<file path="src/rtl/mc_controller_fsm.sv">
// Multicycle MIPS control unit with extended opcodes, a memory-ready handshake with timeout,
// a sticky trap state and a retired-instruction counter.
module mc_controller_fsm #(
   parameter int ENABLE_EXT  = 1,
   parameter int MEM_TIMEOUT = 15,
   parameter int CNT_W       = 32
) (
   input  logic             clk,
   input  logic             rst,
   input  logic [5:0]       opcode,
   input  logic             mem_ready,
   output logic             PCWrite,
   output logic             PCWriteCond,
   output logic             BranchNe,
   output logic             IorD,
   output logic             MemRead,
   output logic             MemWrite,
   output logic             IRWrite,
   output logic             RegWrite,
   output logic             ALUSrcA,
   output logic [1:0]       MemtoReg,
   output logic [1:0]       RegDst,
   output logic [1:0]       PCSource,
   output logic [2:0]       ALUSrcB,
   output logic [2:0]       ALUOp,
   output logic             trap,
   output logic [1:0]       trap_code,
   output logic             instr_done,
   output logic [CNT_W-1:0] retired_cnt,
   output logic [4:0]       state_o
);

   // state   | meaning
   // INIT    | post-reset, one cycle
   // FETCH   | read instruction, PC <= PC+4 when mem_ready
   // DECODE  | branch target precompute, dispatch on opcode
   // MADDR   | load/store address compute
   // MEMLW   | load data read, waits for mem_ready
   // MEMR    | load writeback from MDR
   // MEMSW   | store write, waits for mem_ready
   // EXEC    | R-type ALU operation
   // RCOMP   | R-type writeback to rd
   // BRANCH  | BEQ/BNE compare and conditional PC update
   // JUMP    | J target to PC
   // IMM_ALU | immediate ALU operation
   // IMM_WB  | immediate writeback to rt
   // JAL     | jump and link PC+4 into $31
   // TRAP    | sticky error, left only by rst
   typedef enum logic [4:0] {
      S_INIT    = 5'd0,
      S_FETCH   = 5'd1,
      S_DECODE  = 5'd2,
      S_MADDR   = 5'd3,
      S_MEMLW   = 5'd4,
      S_MEMR    = 5'd5,
      S_MEMSW   = 5'd6,
      S_EXEC    = 5'd7,
      S_RCOMP   = 5'd8,
      S_BRANCH  = 5'd9,
      S_JUMP    = 5'd10,
      S_IMM_ALU = 5'd11,
      S_IMM_WB  = 5'd12,
      S_JAL     = 5'd13,
      S_TRAP    = 5'd31
   } state_t;

   localparam logic [5:0] OP_R    = 6'b000000;
   localparam logic [5:0] OP_J    = 6'b000010;
   localparam logic [5:0] OP_JAL  = 6'b000011;
   localparam logic [5:0] OP_BEQ  = 6'b000100;
   localparam logic [5:0] OP_BNE  = 6'b000101;
   localparam logic [5:0] OP_ADDI = 6'b001000;
   localparam logic [5:0] OP_SLTI = 6'b001010;
   localparam logic [5:0] OP_ANDI = 6'b001100;
   localparam logic [5:0] OP_ORI  = 6'b001101;
   localparam logic [5:0] OP_LW   = 6'b100011;
   localparam logic [5:0] OP_SW   = 6'b101011;

   localparam logic [1:0] TC_NONE    = 2'b00;
   localparam logic [1:0] TC_ILLEGAL = 2'b01;
   localparam logic [1:0] TC_TIMEOUT = 2'b10;

   localparam int   WAIT_W = (MEM_TIMEOUT > 0) ? $clog2(MEM_TIMEOUT + 1) : 1;
   localparam logic EXT_ON = (ENABLE_EXT != 0);
   localparam logic TO_ON  = (MEM_TIMEOUT > 0);

   state_t             state_q, state_d;
   logic [1:0]         trap_code_q, trap_code_d;
   logic [WAIT_W-1:0]  wait_cnt_q, wait_cnt_d;
   logic [CNT_W-1:0]   retired_cnt_q, retired_cnt_d;
   logic               timeout_c;
   logic               illegal_c;
   logic               mem_wait_c;

   always_comb begin
      timeout_c   = TO_ON && (wait_cnt_q == WAIT_W'(MEM_TIMEOUT)) && !mem_ready;
      illegal_c   = 1'b0;
      state_d     = state_q;
      trap_code_d = trap_code_q;
      case (state_q)
         S_INIT:    state_d = S_FETCH;
         S_FETCH: begin
            if (mem_ready)      state_d = S_DECODE;
            else if (timeout_c) state_d = S_TRAP;
         end
         S_DECODE: begin
            case (opcode)
               OP_LW, OP_SW:               state_d = S_MADDR;
               OP_ADDI:                    state_d = S_IMM_ALU;
               OP_R:                       state_d = S_EXEC;
               OP_BEQ:                     state_d = S_BRANCH;
               OP_J:                       state_d = S_JUMP;
               OP_ANDI, OP_ORI, OP_SLTI: begin
                  if (EXT_ON) state_d = S_IMM_ALU;
                  else        illegal_c = 1'b1;
               end
               OP_BNE: begin
                  if (EXT_ON) state_d = S_BRANCH;
                  else        illegal_c = 1'b1;
               end
               OP_JAL: begin
                  if (EXT_ON) state_d = S_JAL;
                  else        illegal_c = 1'b1;
               end
               default:                    illegal_c = 1'b1;
            endcase
            if (illegal_c) begin
               state_d     = S_TRAP;
               trap_code_d = TC_ILLEGAL;
            end
         end
         S_MADDR:   state_d = (opcode == OP_LW) ? S_MEMLW : S_MEMSW;
         S_MEMLW: begin
            if (mem_ready)      state_d = S_MEMR;
            else if (timeout_c) state_d = S_TRAP;
         end
         S_MEMSW: begin
            if (mem_ready)      state_d = S_FETCH;
            else if (timeout_c) state_d = S_TRAP;
         end
         S_IMM_ALU: state_d = S_IMM_WB;
         S_EXEC:    state_d = S_RCOMP;
         S_MEMR, S_RCOMP, S_IMM_WB, S_BRANCH, S_JUMP, S_JAL: state_d = S_FETCH;
         S_TRAP:    state_d = S_TRAP;
         default:   state_d = S_INIT;
      endcase
      // Only the three handshake states can time out; the illegal path sets its own code above.
      if (timeout_c && state_d == S_TRAP && state_q != S_DECODE) trap_code_d = TC_TIMEOUT;

      mem_wait_c = (state_q == S_FETCH || state_q == S_MEMLW || state_q == S_MEMSW) &&
                   (state_d == state_q);
      wait_cnt_d = mem_wait_c ? wait_cnt_q + WAIT_W'(1) : '0;
   end

   always_comb begin
      PCWrite     = 1'b0;
      PCWriteCond = 1'b0;
      BranchNe    = 1'b0;
      IorD        = 1'b0;
      MemRead     = 1'b0;
      MemWrite    = 1'b0;
      IRWrite     = 1'b0;
      RegWrite    = 1'b0;
      ALUSrcA     = 1'b0;
      MemtoReg    = 2'b00;
      RegDst      = 2'b00;
      PCSource    = 2'b00;
      ALUSrcB     = 3'b000;
      ALUOp       = 3'b000;
      instr_done  = 1'b0;
      case (state_q)
         S_FETCH: begin
            MemRead = 1'b1;
            ALUSrcB = 3'b001;
            IRWrite = mem_ready;
            PCWrite = mem_ready;
         end
         S_DECODE:  ALUSrcB = 3'b011;
         S_MADDR: begin
            ALUSrcA = 1'b1;
            ALUSrcB = 3'b010;
         end
         S_MEMLW: begin
            MemRead = 1'b1;
            IorD    = 1'b1;
         end
         S_MEMR: begin
            RegWrite   = 1'b1;
            MemtoReg   = 2'b01;
            instr_done = 1'b1;
         end
         S_MEMSW: begin
            MemWrite   = 1'b1;
            IorD       = 1'b1;
            instr_done = mem_ready;
         end
         S_EXEC: begin
            ALUSrcA = 1'b1;
            ALUOp   = 3'b010;
         end
         S_RCOMP: begin
            RegWrite   = 1'b1;
            RegDst     = 2'b01;
            instr_done = 1'b1;
         end
         S_IMM_ALU: begin
            ALUSrcA = 1'b1;
            case (opcode)
               OP_ANDI: begin ALUSrcB = 3'b100; ALUOp = 3'b011; end
               OP_ORI:  begin ALUSrcB = 3'b100; ALUOp = 3'b100; end
               OP_SLTI: begin ALUSrcB = 3'b010; ALUOp = 3'b101; end
               default: begin ALUSrcB = 3'b010; ALUOp = 3'b000; end
            endcase
         end
         S_IMM_WB: begin
            RegWrite   = 1'b1;
            instr_done = 1'b1;
         end
         S_BRANCH: begin
            ALUSrcA     = 1'b1;
            ALUOp       = 3'b001;
            PCSource    = 2'b01;
            PCWriteCond = 1'b1;
            BranchNe    = (opcode == OP_BNE);
            instr_done  = 1'b1;
         end
         S_JUMP: begin
            PCWrite    = 1'b1;
            PCSource   = 2'b10;
            instr_done = 1'b1;
         end
         S_JAL: begin
            PCWrite    = 1'b1;
            PCSource   = 2'b10;
            RegWrite   = 1'b1;
            RegDst     = 2'b10;
            MemtoReg   = 2'b10;
            instr_done = 1'b1;
         end
         default: ;
      endcase
      retired_cnt_d = retired_cnt_q + CNT_W'(instr_done);
   end

   always_ff @(posedge clk or posedge rst) begin
      if (rst) begin
         state_q       <= S_INIT;
         trap_code_q   <= TC_NONE;
         wait_cnt_q    <= '0;
         retired_cnt_q <= '0;
      end else begin
         state_q       <= state_d;
         trap_code_q   <= trap_code_d;
         wait_cnt_q    <= wait_cnt_d;
         retired_cnt_q <= retired_cnt_d;
      end
   end

   assign trap        = (state_q == S_TRAP);
   assign trap_code   = trap_code_q;
   assign retired_cnt = retired_cnt_q;
   assign state_o     = state_q;

endmodule
</file>
<file path="config.mk">
export PLATFORM = sky130hd
export DESIGN_NAME = mc_controller_fsm
export DESIGN_NICKNAME = d
export VERILOG_FILES = /design/src/rtl/mc_controller_fsm.sv
export SDC_FILE = /design/constraint.sdc
export NUM_CORES = 1
export LEC_CHECK = 0
export BUFFER_PORTS_ARGS = -buffer_cell sky130_fd_sc_hd__buf_2
export CORE_MARGIN = 4
export CORE_UTILIZATION = 38
export DETAILED_ROUTE_END_ITERATION = 7
export SETUP_SLACK_MARGIN = 0.2
export SLEW_MARGIN = 20
export SYNTH_ARGS = -nofsm -noshare
export SYNTH_HDL_FRONTEND = slang
export SYNTH_SLANG_ARGS = --single-unit
</file>
<file path="constraint.sdc">
create_clock -name clk -period 4.55 [get_ports clk]
set_input_delay 0.2275 -clock clk [delete_from_list [all_inputs] [get_ports clk]]
set_output_delay 0.2275 -clock clk [all_outputs]
set_load 0.01 [all_outputs]
</file>
After elaboration in Yosys (flattened, before gate mapping)
Cells that the tools add are included.
W data, S select, Z words.
- register bits: 43
- input port bits: 9
- output and inout bits: 62
- logic and storage cells: 89
- add/sub/neg operators: 2
- eq/ne operators: 28
- mux-type cells: 31
- reductions and logical operators: 24
- operators with widths (operator ; number):
    $pmux W5 S9 ; 1
    $add A32 B1 Y32 ; 1
    $eq A5 B4 Y1 const B ; 6
    $pmux W5 S6 ; 1
    $mux W5 ; 5
    $eq A6 B4 Y1 const B ; 4
    $eq A5 B3 Y1 const B ; 4
    $pmux W3 S3 ; 2
    $eq A6 B2 Y1 const B ; 2
    $eq A6 B3 Y1 const B ; 2
    $eq A6 B6 Y1 const B ; 2
    $pmux W2 S2 ; 3
    $pmux W3 S4 ; 1
    $reduce_or A2 Y1 ; 6
    $reduce_or A4 Y1 ; 3
    $reduce_or A11 Y1 ; 1
    $eq A5 B2 Y1 const B ; 2
    $eq A5 B5 Y1 const B ; 2
    $mux W1 ; 10
    $mux W2 ; 4
    $reduce_or A7 Y1 ; 1
    $logic_not A6 Y1 ; 1
    $reduce_or A6 Y1 ; 1
    $eq A5 B1 Y1 const B ; 1
    13 further kinds ; 19

Longest topological paths before layout
- depth after elaboration: 11
- depth in mapped cells: 12
- gate-level depth less buffers: 11

Least setup slack after synthesis
Ideal clock, no wire load.
- path kind: register to register
- start: register state_q[0], in the netlist state_o[0]
- end: register retired_cnt_q[26], in the netlist retired_cnt[26]
- setup time: 0.079 ns
- data arrival time: 2.847 ns
- required time: 4.471 ns
- slack: 1.624 ns
- stages on the path, launching flop included: 13
- buffers on the path: 2
- clock period less this slack: 2.926 ns
- cells stage by stage: dfrtp_1 -> buf_4 -> clkbuf_1 -> nor3b_1 -> o21ai_0 -> a21oi_1 -> ha_1 -> ha_1 -> and4_1 -> nand4_1 -> or4_1 -> nor2_1 -> xor2_1
- longest elaborated chain between the ends: 4
- elaborated cells between the ends (all ways): 10
- classes of those cells: add/sub: 1; eq/ne: 7; mux: 1; reduce/logical: 1
- ends and longest elaborated chain (what ; line ; source):
    from (decl) ; 87 ; state_t state_q, state_d;
    from (signal assigned) ; 252 ; state_q <= state_d;
    $eq A5 B4 Y1 or $eq A5 B3 Y1 (tied branches) ; 171 ; case (state_q)
    $reduce_or A6 Y1 (no line) ; - ;
    $pmux W1 S2 (*) ; 171 ;
    net instr_done ; 28 ; output logic instr_done,
    $add A32 B1 Y32 (*) ; 242 ; retired_cnt_d = retired_cnt_q + CNT_W'(instr_done);
    net retired_cnt_d[26] ; 90 ; logic [CNT_W-1:0] retired_cnt_q, retired_cnt_d;
    to (signal assigned) ; 255 ; retired_cnt_q <= retired_cnt_d;
    to (decl) ; 90 ;
Mark *: on every way through the listed nets, which the timed path passes. The rest lies on a longest branch.
A chain may end at the register's enable or synchronous reset.

Final worst setup path
- start: register state_q[0], in the netlist state_o[0]
- end: register retired_cnt_q[30], in the netlist retired_cnt[30]
- longest elaborated chain between the ends: 4
- elaborated cells between the ends (all ways): 10
- classes of those cells: add/sub: 1; eq/ne: 7; mux: 1; reduce/logical: 1
- ends and longest elaborated chain (what ; line):
    $eq A5 B4 Y1 or $eq A5 B3 Y1 (tied branches) ; 171
    $reduce_or A6 Y1 (no line) ; -
    $pmux W1 S2 (*) ; 171
    $add A32 B1 Y32 (*) ; 242
    net retired_cnt_d[30] ; 90
Marks and branches as above.

==> flow_metrics.env <==
export IMPL_ctsHtreeMaxLevel=2
export IMPL_cts_buffer_depth=2
export IMPL_leakagePower_uw=0.00154
export IMPL_netlist_area_sq_mm=0.00252
export IMPL_area_growth_pct=20.1
export IMPL_vias=2257
export IMPL_routed_wl_mm=6.05
export IMPL_diodes=0
export IMPL_grt_first_pass_wirelength_mm=9.72
export IMPL_dp_hpwl_mm=4.57
export IMPL_worstSetupPathType="reg -> reg"
export IMPL_worst_r2r_path_depth=11
export IMPL_wl_met1_mm=2.68
export IMPL_wl_per_cell_um=14.2
export IMPL_netlist_area_leader_share_pct=42.7
export IMPL_relSlewSlack_pct=56.8
export IMPL_rrSetupSlack_ps=1340
export IMPL_reg2reg_to="retired_cnt[30]"
export IMPL_cts_buffers_inserted=5
export IMPL_rows=29
export IMPL_swShare_pct=41.9
export IMPL_yosys_area_top_type="dfrtp_1"
export IMPL_ant_nets=0
export IMPL_p_comb_share_pct=42.3
export IMPL_ios=71
export IMPL_port_buffers=70
export IMPL_drive_gt1_share_pct=25.7
export IMPL_r2r_start="state_o[0]"
export IMPL_drv_cap=0
export IMPL_cts_tree="yes"
export IMPL_final_nets=361
export IMPL_vias_per_cell=5.29
export IMPL_endpoint_kind="register"
export IMPL_clock_latency_ps=290
export IMPL_postCtsSetupBuffers=0
export IMPL_vdd_ir_drop_max_uv=171
export IMPL_fin_crit_ps=3210
export IMPL_multi_input_comb_area_sq_mm=0.00136
export IMPL_max_freq_mhz=311
export IMPL_power_switching_uw=599
export IMPL_die_h_um=89.5
export IMPL_setup_viol=0
export IMPL_dpl_cell_area_sq_mm=0.00292
export IMPL_clock_sinks=43
export IMPL_dr_pass1_iters=4
export IMPL_power_density_mw_per_mm2=472
export IMPL_dr_wl_met2_mm=3.07
export IMPL_layout_commonest_cell="buf_2"
export IMPL_hold_class="in -> async"
export IMPL_fin_skew_ps=6.18
export IMPL_layout_common_cells="buf_2 (70), dfrtp_1 (43), nand2_1 (31), nor2_1 (30), xnor2_1 (20)"
export IMPL_regArea_sq_mm=0.00108
export IMPL_async_reset_ff_share_pct=100
export IMPL_die_w_um=89.5
export IMPL_postSynthAreaPerCell_sq_um=8.97
export IMPL_run_status="finished, final reports clean"
export IMPL_hold_viol_final=0
export IMPL_globalRoute_totalOverflow=0
export IMPL_seq_area_frac_synth_pct=42.7
export IMPL_rsz0062_at_grt="no"
export IMPL_grt_usage_pct=15.3
export IMPL_arrival_ps=3420
export IMPL_fin_cells=427
export IMPL_start_util_pct=39.5
export IMPL_crit_start="state_o[0]"
export IMPL_drc=0
export IMPL_finalInstanceArea_sq_mm=0.00303
export IMPL_gp_congestion=0.933
export IMPL_synth_fp_nets=293
export IMPL_dp_cells=419
export IMPL_synth_edf_count=0
export IMPL_seq_power_share_pct=39.5
export IMPL_finalPower_uw=1430
export IMPL_core_sq_mm=0.00639
export IMPL_antenna_found_initial=0
export IMPL_drv_slew=0
export IMPL_grt_pass1_vias=2128
export IMPL_routed_top_layer="met4"
export IMPL_cts_hold_buf=0
export IMPL_die_area_sq_mm=0.00800
export IMPL_start_kind="register"
export IMPL_crit_fanout=22
export IMPL_syn_inst=281
export IMPL_ys_warn_count=0
export IMPL_crit_required_ps=4760
export IMPL_cts_resized=0
export IMPL_setup_tns_ps=0
export IMPL_tightestPinTransition_ps=647
export IMPL_synth_distinct_cells=49
export IMPL_ys_seq_elements=43
export IMPL_finalCritPeriodShare_pct=70.6
export IMPL_synth_area_leaders="dfrtp_1 (43%), xnor2_1 (6.9%), nand2_1 (4.6%)"
export IMPL_grt_max_degree=44
export IMPL_nFillCells=644
export IMPL_clock_power_share_pct=18.2
export IMPL_met3_length_um=287
export IMPL_clockRootBuffer="clkbuf_8"
export IMPL_synth_main_ff_cell="dfrtp_1"
export IMPL_cts_clk_slew_worst_paths_ps=80
export IMPL_drt_initial_drc_count=135
export IMPL_internal_power_uw=831
-- Yosys cell counts, drive strengths merged, types with 2 or more instances --
cell type and n:
a31oi 4, clkbuf 5, a21boi 2, buf 5
nand2 32, and3b 2, nor3 7, xnor2 20
o22ai 2, nand3b 3, xor2 13, ha 3
o21bai 2, and3 7, and4 5, inv 10
nand4 8, nand2b 6, and2 4, dfrtp 43
nand3 14, or3 2, o21ai 7, a211oi 5
nor2 30, a21oi 12, or2 4, nor2b 2
nor4 4, or2b 2, or4 4
-- power by group through the flow --
stage / Clock [uW] / Combinational (uW) / Sequential, uW
floorplan: 0 / 449 / 520
global placement: 0 / 607 / 568
detailed placement: 0 / 606 / 569
CTS: 268 / 610 / 562
global route: 289 / 670 / 577
finish: 261 / 604 / 565
-- worst max path at each step --
stage                     cells past startpoint         endpoint
final                                        11  retired_cnt[30]
after global routing                         11  retired_cnt[26]
after CTS                                    11  retired_cnt[26]
after detailed placement                     11  retired_cnt[26]
after global placement                       11  retired_cnt[26]
after floorplan                              12  retired_cnt[26]
-- stage by stage --
step | setup slack, ps | util (%) | hold slack (ps)
after floorplan | 1620 | - | 415
after global placement | 1510 | 45.8 | 398
after detailed placement | 1350 | 45.8 | 392
after CTS | 1330 | 47.4 | 75.8
after global routing | 979 | 47.4 | 108
final | 1340 | 47.4 | 61.5
-- state kept, by name (all words and copies together), names as in the netlist --
name / cells
trap_code: 2
retired_cnt: 32
state_o: 5
wait_cnt_q: 4
-- critical path, stage by stage, from the launching register on --
cell     delay, ps
dfrtp_1        760
inv_1          220
nor2_1         160
o21ai_0        100
a21oi_1        210
ha_1           240
ha_1           210
and4_1         220
nand4_1        210
or4_1          520
nor2_1         150
xnor2_1        140
-- kinds of logic (layout without fill, tap and decap cells) --
family                     Yosys count  count (layout)  synth area share [%]
and+or+nand+nor                    138             138                  28.8
AOI/OAI and AO/OA                   43              43                  11.7
DFF                                 43              43                  42.7
xor gates and xnor gates            33              33                  11.5
buffers and inverters               20              89                  3.52
adders and majority gates            3               3                  1.49
muxes                                1               1                 0.397
-- layer usage --
metal  up-vias  GRT usage [%]
li1       1117              -
met1      1077           19.8
met2        61           25.9
met3         2           3.87
met4         0           3.11
met5         -              0
-- final cells by class --
type                    instances  share of cell area [%]
well taps                      77                    3.18
inverters                      10                    1.24
clock buffers                   7                    3.18
repair buffers                 71                    11.8
clock inverters                 1                   0.248
flip-flops and latches         43                    35.5
multi-input cells             218                    44.8
Power figures use the tool's default switching activity.
